<file path="config.mk">
export PLATFORM = sky130hd
export DESIGN_NAME = sprite_row_fetcher_flat
export DESIGN_NICKNAME = d
export VERILOG_FILES = /design/src/rtl/sprite_row_fetcher_if.sv /design/src/rtl/sprite_row_fetcher.sv /design/src/flat_wrapper.sv
export SDC_FILE = /design/constraint.sdc
export NUM_CORES = 1
export LEC_CHECK = 0
export ABC_AREA = 1
export CORE_AREA = 2 2 130 132
export CTS_BUF_LIST = sky130_fd_sc_hd__clkbuf_8
export CTS_CLUSTER_SIZE = 30
export DETAILED_ROUTE_END_ITERATION = 8
export DIE_AREA = 0 0 132 134
export MAX_ROUTING_LAYER = met4
export PLACE_DENSITY = 0.73
export SLEW_MARGIN = 20
export SYNTH_ARGS = -nofsm -noshare
export SYNTH_HDL_FRONTEND = slang
export SYNTH_SLANG_ARGS = --single-unit
export TNS_END_PERCENT = 1
</file>
<file path="constraint.sdc">
create_clock -name clk -period 2.2 [get_ports clk]
set_clock_uncertainty 0.05 [all_clocks]
set_input_delay 0.66 -clock clk [delete_from_list [all_inputs] [get_ports clk]]
set_output_delay 0.66 -clock clk [all_outputs]
set_load 0.05 [all_outputs]
</file>
<file path="src/rtl/sprite_row_fetcher_if.sv">
// Sprite RAM VGA-side port bundle.
// The fetcher is the master; the RAM model or wrapper is the slave.
interface sprite_row_fetcher_if;
  logic [10:0] ram_address;
  logic        ram_read;
  logic [15:0] ram_readdata;
  logic        ram_write;
  logic [1:0]  ram_byteenable;
  logic [15:0] ram_writedata;

  modport master (
    output ram_address,
    output ram_read,
    output ram_write,
    output ram_byteenable,
    output ram_writedata,
    input  ram_readdata
  );

  modport slave (
    input  ram_address,
    input  ram_read,
    input  ram_write,
    input  ram_byteenable,
    input  ram_writedata,
    output ram_readdata
  );
endinterface

</file>
<file path="src/rtl/sprite_row_fetcher.sv">
// Fetches one 32-pixel sprite row per hblank and decodes pixels by draw_x.
// Optional horizontal mirroring via macro SPRITE_HFLIP_EN.
module sprite_row_fetcher #(
  parameter int         SPRITE_W        = 32,
  parameter int         SPRITE_H        = 32,
  parameter logic [3:0] TRANSPARENT_IDX = 4'h0
) (
  input  logic        clk,
  input  logic        reset_n,
  input  logic        line_start,
  input  logic [9:0]  next_y,
  input  logic [9:0]  sprite_x,
  input  logic [9:0]  sprite_y,
  input  logic [2:0]  sprite_frame,
  input  logic        sprite_en,
  input  logic [9:0]  draw_x,
`ifdef SPRITE_HFLIP_EN
  input  logic        hflip,
`endif
  sprite_row_fetcher_if.master ram,
  output logic [3:0]  pixel_index,
  output logic        pixel_opaque,
  output logic        busy
);

  localparam logic [1:0] IDLE  = 2'd0;
  localparam logic [1:0] FETCH = 2'd1;
  localparam logic [1:0] DRAIN = 2'd2;

  logic [1:0]  state;
  logic [2:0]  k;
  logic [2:0]  frame_q;
  logic [4:0]  row_q;
  logic [9:0]  sx_q;
  logic        row_hit;
  logic        cap_en;
  logic [2:0]  cap_k;
  logic [15:0] lbuf [8];
  logic        flip_q;

  logic [10:0] row_diff;
  logic        hit_next;
  logic        fetching;

  assign row_diff = {1'b0, next_y} - {1'b0, sprite_y};
  assign hit_next = sprite_en && (next_y >= sprite_y)
                    && (row_diff < 11'(SPRITE_H));

  assign fetching = (state == FETCH);
  assign busy     = (state != IDLE);

  assign ram.ram_read       = fetching;
  assign ram.ram_address    = fetching ? {frame_q, row_q, k} : 11'd0;
  assign ram.ram_write      = 1'b0;
  assign ram.ram_byteenable = 2'b00;
  assign ram.ram_writedata  = 16'h0000;

  // A line_start in any state restarts from the freshly latched sprite.
  always_ff @(posedge clk or negedge reset_n) begin
    if (!reset_n) begin
      state   <= IDLE;
      k       <= 3'd0;
      frame_q <= 3'd0;
      row_q   <= 5'd0;
      sx_q    <= 10'd0;
      flip_q  <= 1'b0;
      row_hit <= 1'b0;
      cap_en  <= 1'b0;
      cap_k   <= 3'd0;
    end else begin
      cap_en <= fetching;
      cap_k  <= k;
      if (line_start) begin
        frame_q <= sprite_frame;
        row_q   <= row_diff[4:0];
        sx_q    <= sprite_x;
`ifdef SPRITE_HFLIP_EN
        flip_q  <= hflip;
`else
        flip_q  <= 1'b0;
`endif
        k       <= 3'd0;
        row_hit <= 1'b0;
        state   <= hit_next ? FETCH : IDLE;
      end else begin
        case (state)
          IDLE: ;
          FETCH: begin
            k <= k + 3'd1;
            if (k == 3'd7)
              state <= DRAIN;
          end
          DRAIN: begin
            row_hit <= 1'b1;
            state   <= IDLE;
          end
          default: state <= IDLE;
        endcase
      end
    end
  end

  // Read data lags the address by one cycle.
  always_ff @(posedge clk) begin
    if (cap_en)
      lbuf[cap_k] <= ram.ram_readdata;
  end

  logic [4:0]  col;
  logic [4:0]  cx;
  logic        in_range;
  logic [15:0] word_q;
  logic [3:0]  idx;
  logic        opaque_next;

  assign col      = draw_x[4:0] - sx_q[4:0];
  assign cx       = flip_q ? ~col : col;
  assign in_range = (draw_x >= sx_q)
                    && ({1'b0, draw_x} < ({1'b0, sx_q} + 11'(SPRITE_W)));
  assign word_q   = lbuf[cx[4:2]];
  assign idx      = word_q[{cx[1:0], 2'b00} +: 4];

  assign opaque_next = row_hit && !busy && in_range
                       && (idx != TRANSPARENT_IDX);

  always_ff @(posedge clk or negedge reset_n) begin
    if (!reset_n) begin
      pixel_index  <= 4'h0;
      pixel_opaque <= 1'b0;
    end else begin
      pixel_index  <= opaque_next ? idx : 4'h0;
      pixel_opaque <= opaque_next;
    end
  end

endmodule

</file>
<file path="src/flat_wrapper.sv">
// flat-port wrapper written by rule: the top's interface ports become plain ports
module sprite_row_fetcher_flat 
#(
  parameter int         SPRITE_W        = 32,
  parameter int         SPRITE_H        = 32,
  parameter logic [3:0] TRANSPARENT_IDX = 4'h0
)
  (clk, reset_n, line_start, next_y, sprite_x, sprite_y, sprite_frame, sprite_en, draw_x, pixel_index, pixel_opaque, busy, ram_ram_address, ram_ram_read, ram_ram_write, ram_ram_byteenable, ram_ram_writedata, ram_ram_readdata);
  sprite_row_fetcher_if ram_i ();
  input  logic clk;
  input  logic reset_n;
  input  logic line_start;
  input  logic [9:0] next_y;
  input  logic [9:0] sprite_x;
  input  logic [9:0] sprite_y;
  input  logic [2:0] sprite_frame;
  input  logic sprite_en;
  input  logic [9:0] draw_x;
  output logic [3:0] pixel_index;
  output logic pixel_opaque;
  output logic busy;
  output wire logic [$bits(ram_i.ram_address)-1:0] ram_ram_address;
  output wire logic [$bits(ram_i.ram_read)-1:0] ram_ram_read;
  output wire logic [$bits(ram_i.ram_write)-1:0] ram_ram_write;
  output wire logic [$bits(ram_i.ram_byteenable)-1:0] ram_ram_byteenable;
  output wire logic [$bits(ram_i.ram_writedata)-1:0] ram_ram_writedata;
  input wire logic [$bits(ram_i.ram_readdata)-1:0] ram_ram_readdata;
  assign ram_ram_address = ram_i.ram_address;
  assign ram_ram_read = ram_i.ram_read;
  assign ram_ram_write = ram_i.ram_write;
  assign ram_ram_byteenable = ram_i.ram_byteenable;
  assign ram_ram_writedata = ram_i.ram_writedata;
  assign ram_i.ram_readdata = ram_ram_readdata;
  sprite_row_fetcher #(.SPRITE_W(SPRITE_W), .SPRITE_H(SPRITE_H), .TRANSPARENT_IDX(TRANSPARENT_IDX)) u_core (.clk(clk), .reset_n(reset_n), .line_start(line_start), .next_y(next_y), .sprite_x(sprite_x), .sprite_y(sprite_y), .sprite_frame(sprite_frame), .sprite_en(sprite_en), .draw_x(draw_x), .ram(ram_i), .pixel_index(pixel_index), .pixel_opaque(pixel_opaque), .busy(busy));
endmodule
</file>
* Word level (Yosys, flattened, before mapping)
Memories as Yosys holds them, arrays and structs flattened.
Index checks and enable logic that the tools add are counted.
** Storage, ports and cells
- Logic and storage cells :: 50
- Memory bits (read-only) :: 0
- Latch bits :: 0
- Memories :: 1
- Bits in registers :: 33
- RAM bits :: 128
- Input port bits :: 63
- Output and inout bits :: 37
** Operators by class
- Divide/modulo/power cells :: 0
- Shift operators :: 1
- Bitwise logic cells :: 0
- Reductions and logical operators :: 13
- Add/subtract/negate cells :: 4
- Multiply operators :: 0
- Mux-type cells :: 12
- Eq/ne operators :: 5
- $lt $le $gt $ge :: 4
** Memory list
- u_core.lbuf :: depth 8, bits a word 16, rd ports 1, clocked after Yosys merged registers in 0, write ports 1, line sprite_row_fetcher.sv:38 : logic [15:0] lbuf [8];
** Operator list (count)
- $ge A10 B10 Y1 :: 2
- $shiftx A16 B5 Y4 :: 1
- $add A10 B6 Y11 const B :: 1
- $lt A10 B11 Y1 :: 1
- $lt A11 B6 Y1 const B :: 1
- $mux W11 :: 1
- $sub A10 B10 Y11 :: 1
- $logic_and A1 B1 Y1 :: 6
- $mux W3 :: 2
- $reduce_bool A2 Y1 :: 3
- $mux W1 :: 5
- $sub A5 B5 Y5 :: 1
- $mux W2 :: 2
- $mux W4 :: 1
- $pmux W2 S2 :: 1
- $reduce_bool A4 Y1 :: 1
- $add A3 B1 Y3 const B :: 1
- $eq A3 B3 Y1 const B :: 1
- $ne A3 B3 Y1 const B :: 1
- $eq A2 B1 Y1 const B :: 1
- $eq A2 B2 Y1 const B :: 1
- $logic_not A2 Y1 :: 1
- $ne A2 B2 Y1 const B :: 1
- $reduce_and A2 Y1 :: 1
- $logic_not A1 Y1 :: 1

* Logic depth before layout (Yosys ltp)
Gate-level depths: netlist of run 1.
- Depth after elaboration :: 6
- Mapped depth :: 21
- Depth with buffers taken out :: 20

* Worst setup path before layout of run 1
Ideal clock, no wire load.
- Path type :: register -> output
- Start point :: register u_core.state[1]
- End point :: output port ram_ram_address[10]
- Path buffers :: 1
- Setup slack :: -753 ps
- Required time :: 1490 ps
- Cell stages (with the launch flop) :: 5
- Arrival :: 2243 ps
- Cells stage by stage :: dfrtp_1 nor2_1 inv_1 clkbuf_1 nor2_1
** Between the ends
- Longest elaborated chain between the ends :: 2
** RTL lines
- start: declaration :: line sprite_row_fetcher.sv:30 : logic [1:0] state;
- start signal: assignment :: line sprite_row_fetcher.sv:84 : state <= hit_next ? FETCH : IDLE;
- $eq A2 B1 Y1 :: line sprite_row_fetcher.sv:49 : assign fetching = (state == FETCH);
- named net ram_ram_read :: line flat_wrapper.sv:23 : output wire logic [$bits(ram_i.ram_read)-1:0] ram_ram_read;
- $mux W11 :: line sprite_row_fetcher.sv:53 : assign ram.ram_address = fetching ? {frame_q, row_q, k} : 11'd0;
- end: declaration :: line flat_wrapper.sv:22 : output wire logic [$bits(ram_i.ram_address)-1:0] ram_ram_address;
The timed path passes the listed nets, and every way through them passes these cells.

* Worst setup path in the final report of run 1
- Start point :: register u_core.sx_q[0]
- End point :: register u_core.pixel_opaque
** Between the ends
- Longest elaborated chain between the ends :: 5
- Elaborated cells between the ends (all ways) :: 10
- Classes of those cells :: add/sub: 2; order compare: 2; shift: 1; reduce/logical: 4; memory: 1
** RTL lines
- start: declaration :: line sprite_row_fetcher.sv:34 : logic [9:0] sx_q;
- start signal: assignment :: line sprite_row_fetcher.sv:76 : sx_q <= sprite_x;
- $sub A5 B5 Y5 or $add A10 B6 Y11 (tied branches) :: line sprite_row_fetcher.sv:116, sprite_row_fetcher.sv:119
- $mem_v2 Z8 W16 or $lt A10 B11 Y1 (tied branches)
- $shiftx A16 B5 Y4 or $logic_and A1 B1 Y1 (tied branches) :: line sprite_row_fetcher.sv:121, sprite_row_fetcher.sv:119
- $reduce_bool A4 Y1 or $logic_and A1 B1 Y1 (tied branches) :: line sprite_row_fetcher.sv:124, sprite_row_fetcher.sv:123
- $logic_and A1 B1 Y1 (*) :: line sprite_row_fetcher.sv:124 : && (idx != TRANSPARENT_IDX);
- named net u_core.opaque_next :: line sprite_row_fetcher.sv:114 : logic opaque_next;
- end signal: assignment :: line sprite_row_fetcher.sv:132 : pixel_opaque <= opaque_next;
- end: declaration :: line sprite_row_fetcher.sv:22 : output logic pixel_opaque,
Mark *: on every way through the listed nets, which the timed path passes. The rest lies on a longest branch.
A chain may end at the register's enable or synchronous reset.

==> summary.txt, run 1 <==
Power and ir drop
  • Internal cell power: 5.291 mW
  • Switching pwr: 2.283 mW
  • Power per standard cell area: 736.2 nW/um^2
  • VDD IR max: 0.0003724 V
  • Leak pwr: 4.430 nW
  • Switching part of the total power: 0.3014
  • Gate power share: 0.268
  • Power share of the clock group: 0.290
  • Total Power: approximately 7.6 mW
  • Part of the power in registers: 0.442

Drt
  • Drt wl/cell: 15.64 um
  • Initial detailed-routing violation count: ~540
  • Via-per-instance ratio: 5.160
  • DRT Pass-1 Iters: 5
  • DRC viols: 0
  • DR vias: 6,176
  • Antenna-violating nets left: 0
  • Post-Route WL: 18,720 um

Run
  • Number of max-cap violations: 0

Clocking
  • H-tree depth: 4
  • Maximum root-to-sink buffer count: 2
  • Root buffer cell: clkbuf_8
  • CTS tree: done
  • CTS clk-pin slew, worst paths: approximately 0.080 ns
  • Worst-Skew Late Latency: roughly 0.45 ns
  • CTS sink count: 161
  • CTS Hold Bufs: 0
  • CTS buffer count: 17

Critical path
  • Crit path required time: 2.50 ns
  • Crit path max fanout: 8
  • Reg-to-Reg Start: u_core.sx_q[0]
  • R2r worst-path depth: 17
  • FF-to-FF End: u_core.pixel_opaque
  • Kind of critical path: reg2reg
  • CP startpoint kind: flop
  • Reg-to-reg slack, setup: -0.35 ns
  • Critical path endpoint category: flop
  • Crit path DAT: 2.85 ns

Status
  • Status: finished, violations left
  • Failing checks: negative setup slack

Global routing
  • First-pass GRT wire length: just under 30,000 um
  • Number of global-route vias before repair: 6,043
  • All-Layer GR Usage: 0.2237
  • Initial antenna violation count: 0
  • Remaining Overflow, GRT: 0
  • Pin count of the biggest net entering global routing: 34

Place
  • Pre-CTS WS: -1.152 ns
  • HPWL Detailed: 12,430 um
  • I/O Buffers: 80
  • RePlAce Congestion: a little under 0.9

STA
  • Final worst slack: -0.3502 ns
  • Final Setup Violations: 14
  • Min cycle time layout: 2.550 ns
  • Final Hold Fails: 0
  • RSZ-0062 raised after global routing: yes
  • Final worst path period share: 1.159
  • Final Slew Violations: 0
  • Max Clk Rate: 392.1 MHz
  • Final hold slack: approximately 0.37 ns

Die
  • Die Height: 134 um
  • # IOs: 100
  • Core Footprint: 16,290 um^2
  • DIE AREA: about 18,000 um^2
  • Die X: 132 um
  • Row cnt: 47
  • Initial Utilization: 0.4907

Final layout
  • Share of layout cells above drive strength 1: 0.1975
  • Most common cell after layout, fill and taps aside: nand2_1
  • Ant. Diodes: 0
  • Area grow syn2layout: 28.69%
  • Final nets: 1,058
  • Most frequent cells in the layout: 209 x nand2_1, 128 x edfxtp_1, 112 x nand3_1, 80 x inv_1, 74 x buf_4

Synthesis
  • Part of the Yosys area used for sequential elements: 0.5841
  • Cell variety after synth: 35
  • Mean Syn Cell Area: 9.761 um^2
  • #FFs+latches synth: 161
  • Ys Warns: 0
  • Cell Area, Synth: 7994 um^2
  • Synth Instances: 819

Worst hold path
  • Min-Delay Path Class: reg2reg
  • Worst Hold End: u_core.cap_k[2]
  • Worst hold path depth: 0
  • Worst Hold Launch: u_core.k[2]
-- metrics by stage --
step / std cells / cell area [um^2] / util / TNS [ns]
2_1_floorplan: 837 / 8103 / - / -5.851
3_3_place_gp: 1159 / 9523 / 0.5846 / -6.928
3_5_place_dp: 1159 / 9523 / 0.5846 / -6.982
4_1_cts: 1196 / 10160 / 0.6238 / -2.527
5_1_grt: 1197 / 10290 / 0.6315 / -3.621
6_report: 1197 / 10290 / 0.6315 / -2.094
-- cell usage after synthesis, drive strengths merged --
library cell	instances	area (um^2)
clkinv	1	3.750
dfrtp	33	825.8
nor3	6	30.03
o41ai	1	8.760
a31oi	1	6.260
conb	1	3.750
nor2	43	171.4
nand3b	10	75.07
xnor2	3	26.28
or2	2	12.51
inv	86	325.3
nand2	226	883.3
xor2	4	35.03
nand4	10	62.56
a21oi	17	85.08
ha	28	350.3
o21ai	34	170.2
fa	2	40.04
o22ai	1	6.260
nand3	123	620.6
o21a	2	15.01
clkbuf	6	22.52
buf	48	347.8
edfxtp	128	3844
o211ai	1	7.510
a211oi	2	15.01
-- cell families (layout without fill, tap and decap cells) --
family / count (synthesis) / in the layout / synth area share
xor gates and xnor gates: 7 / 7 / 0.007670
AOI/OAI and AO/OA: 59 / 59 / 0.03929
and+or+nand+nor: 420 / 420 / 0.2321
other: 1 / 19 / 0.0004691
buffers and inverters: 141 / 281 / 0.08749
adders and majority gates: 30 / 30 / 0.04883
DFF: 161 / 161 / 0.5841
-- power groups by stage --
stage / Combinational (mW) / Sequential [mW] / Clock, mW
after CTS: 1.92 / 3.35 / 2.23
after global placement: 1.73 / 3.41 / 0
final: 2.03 / 3.35 / 2.20
after global routing: 2.22 / 3.35 / 2.34
after detailed placement: 1.75 / 3.41 / 0
after floorplan: 1.15 / 3.41 / 0
-- final cells by class --
type,count,area [um^2]
clock buffer,17,234.0
clock inverter,14,163.9
fill,1305,6002
inverter,87,336.6
multi-input combinational,535,2925
sequential,161,4669
tap,220,275.3
timing repair buffer,163,1683
-- flip-flops by register name, summed over array words and instances, names as in the netlist --
name	cells
u_core.row_q	5
u_core.cap_k	3
u_core.sx_q	10
u_core.cap_en	1
u_core.state	2
u_core.k	3
u_core.frame_q	3
u_core.pixel_index	4
u_core.row_hit	1
u_core.lbuf	128
u_core.pixel_opaque	1
-- per-layer routing --
layer	wire length, um	GRT usage	vias up
met4	379	0.07669	0
met2	9232	0.3602	252
met1	7682	0.2800	2896
li1	-	-	2992
met5	0	-	-
met3	1424	0.05253	36
-- timing repair --
action / 4_1_cts / 5_1_grt
resized for setup: 50 / 29
pin swaps: 14 / 18
setup endpoints to repair: 15 / 17
cloned: 2 / 0
setup buffers: 4 / 1
-- worst max-delay path, stage by stage, from the launching register on --
cell	delay [ns]
dfrtp_1	0.41
ha_4	0.15
inv_2	0.03
fa_2	0.38
nand2_4	0.13
nand2_8	0.10
buf_12	0.16
buf_12	0.14
nand2_1	0.07
nand4_1	0.11
nand3_1	0.12
nand3_1	0.09
nand3_2	0.10
nand2_2	0.08
nor2_2	0.09
nand2_2	0.08
nand2_4	0.10
inv_2	0.04
-- how the worst max path moves through the flow --
stage,startpoint,end
floorplan,draw_x[0],u_core.pixel_index[0]
global placement,draw_x[0],u_core.pixel_index[2]
detailed placement,draw_x[0],u_core.pixel_index[3]
CTS,u_core.sx_q[0],u_core.pixel_opaque
global route,u_core.sx_q[0],u_core.pixel_opaque
finish,u_core.sx_q[0],u_core.pixel_opaque
Power figures use the tool's default switching activity.
==> inputs of run 2 (changes only) <==
--- a/config.mk
+++ b/config.mk
@@ -13,7 +13,7 @@
 export DIE_AREA = 0 0 132 134
 export MAX_ROUTING_LAYER = met4
 export PLACE_DENSITY = 0.73
-export SLEW_MARGIN = 20
+export SLEW_MARGIN = 0
 export SYNTH_ARGS = -nofsm -noshare
 export SYNTH_HDL_FRONTEND = slang
 export SYNTH_SLANG_ARGS = --single-unit
==> results of run 2 <==
No change in the layout: final DEF, timing and power equal those of run 1.
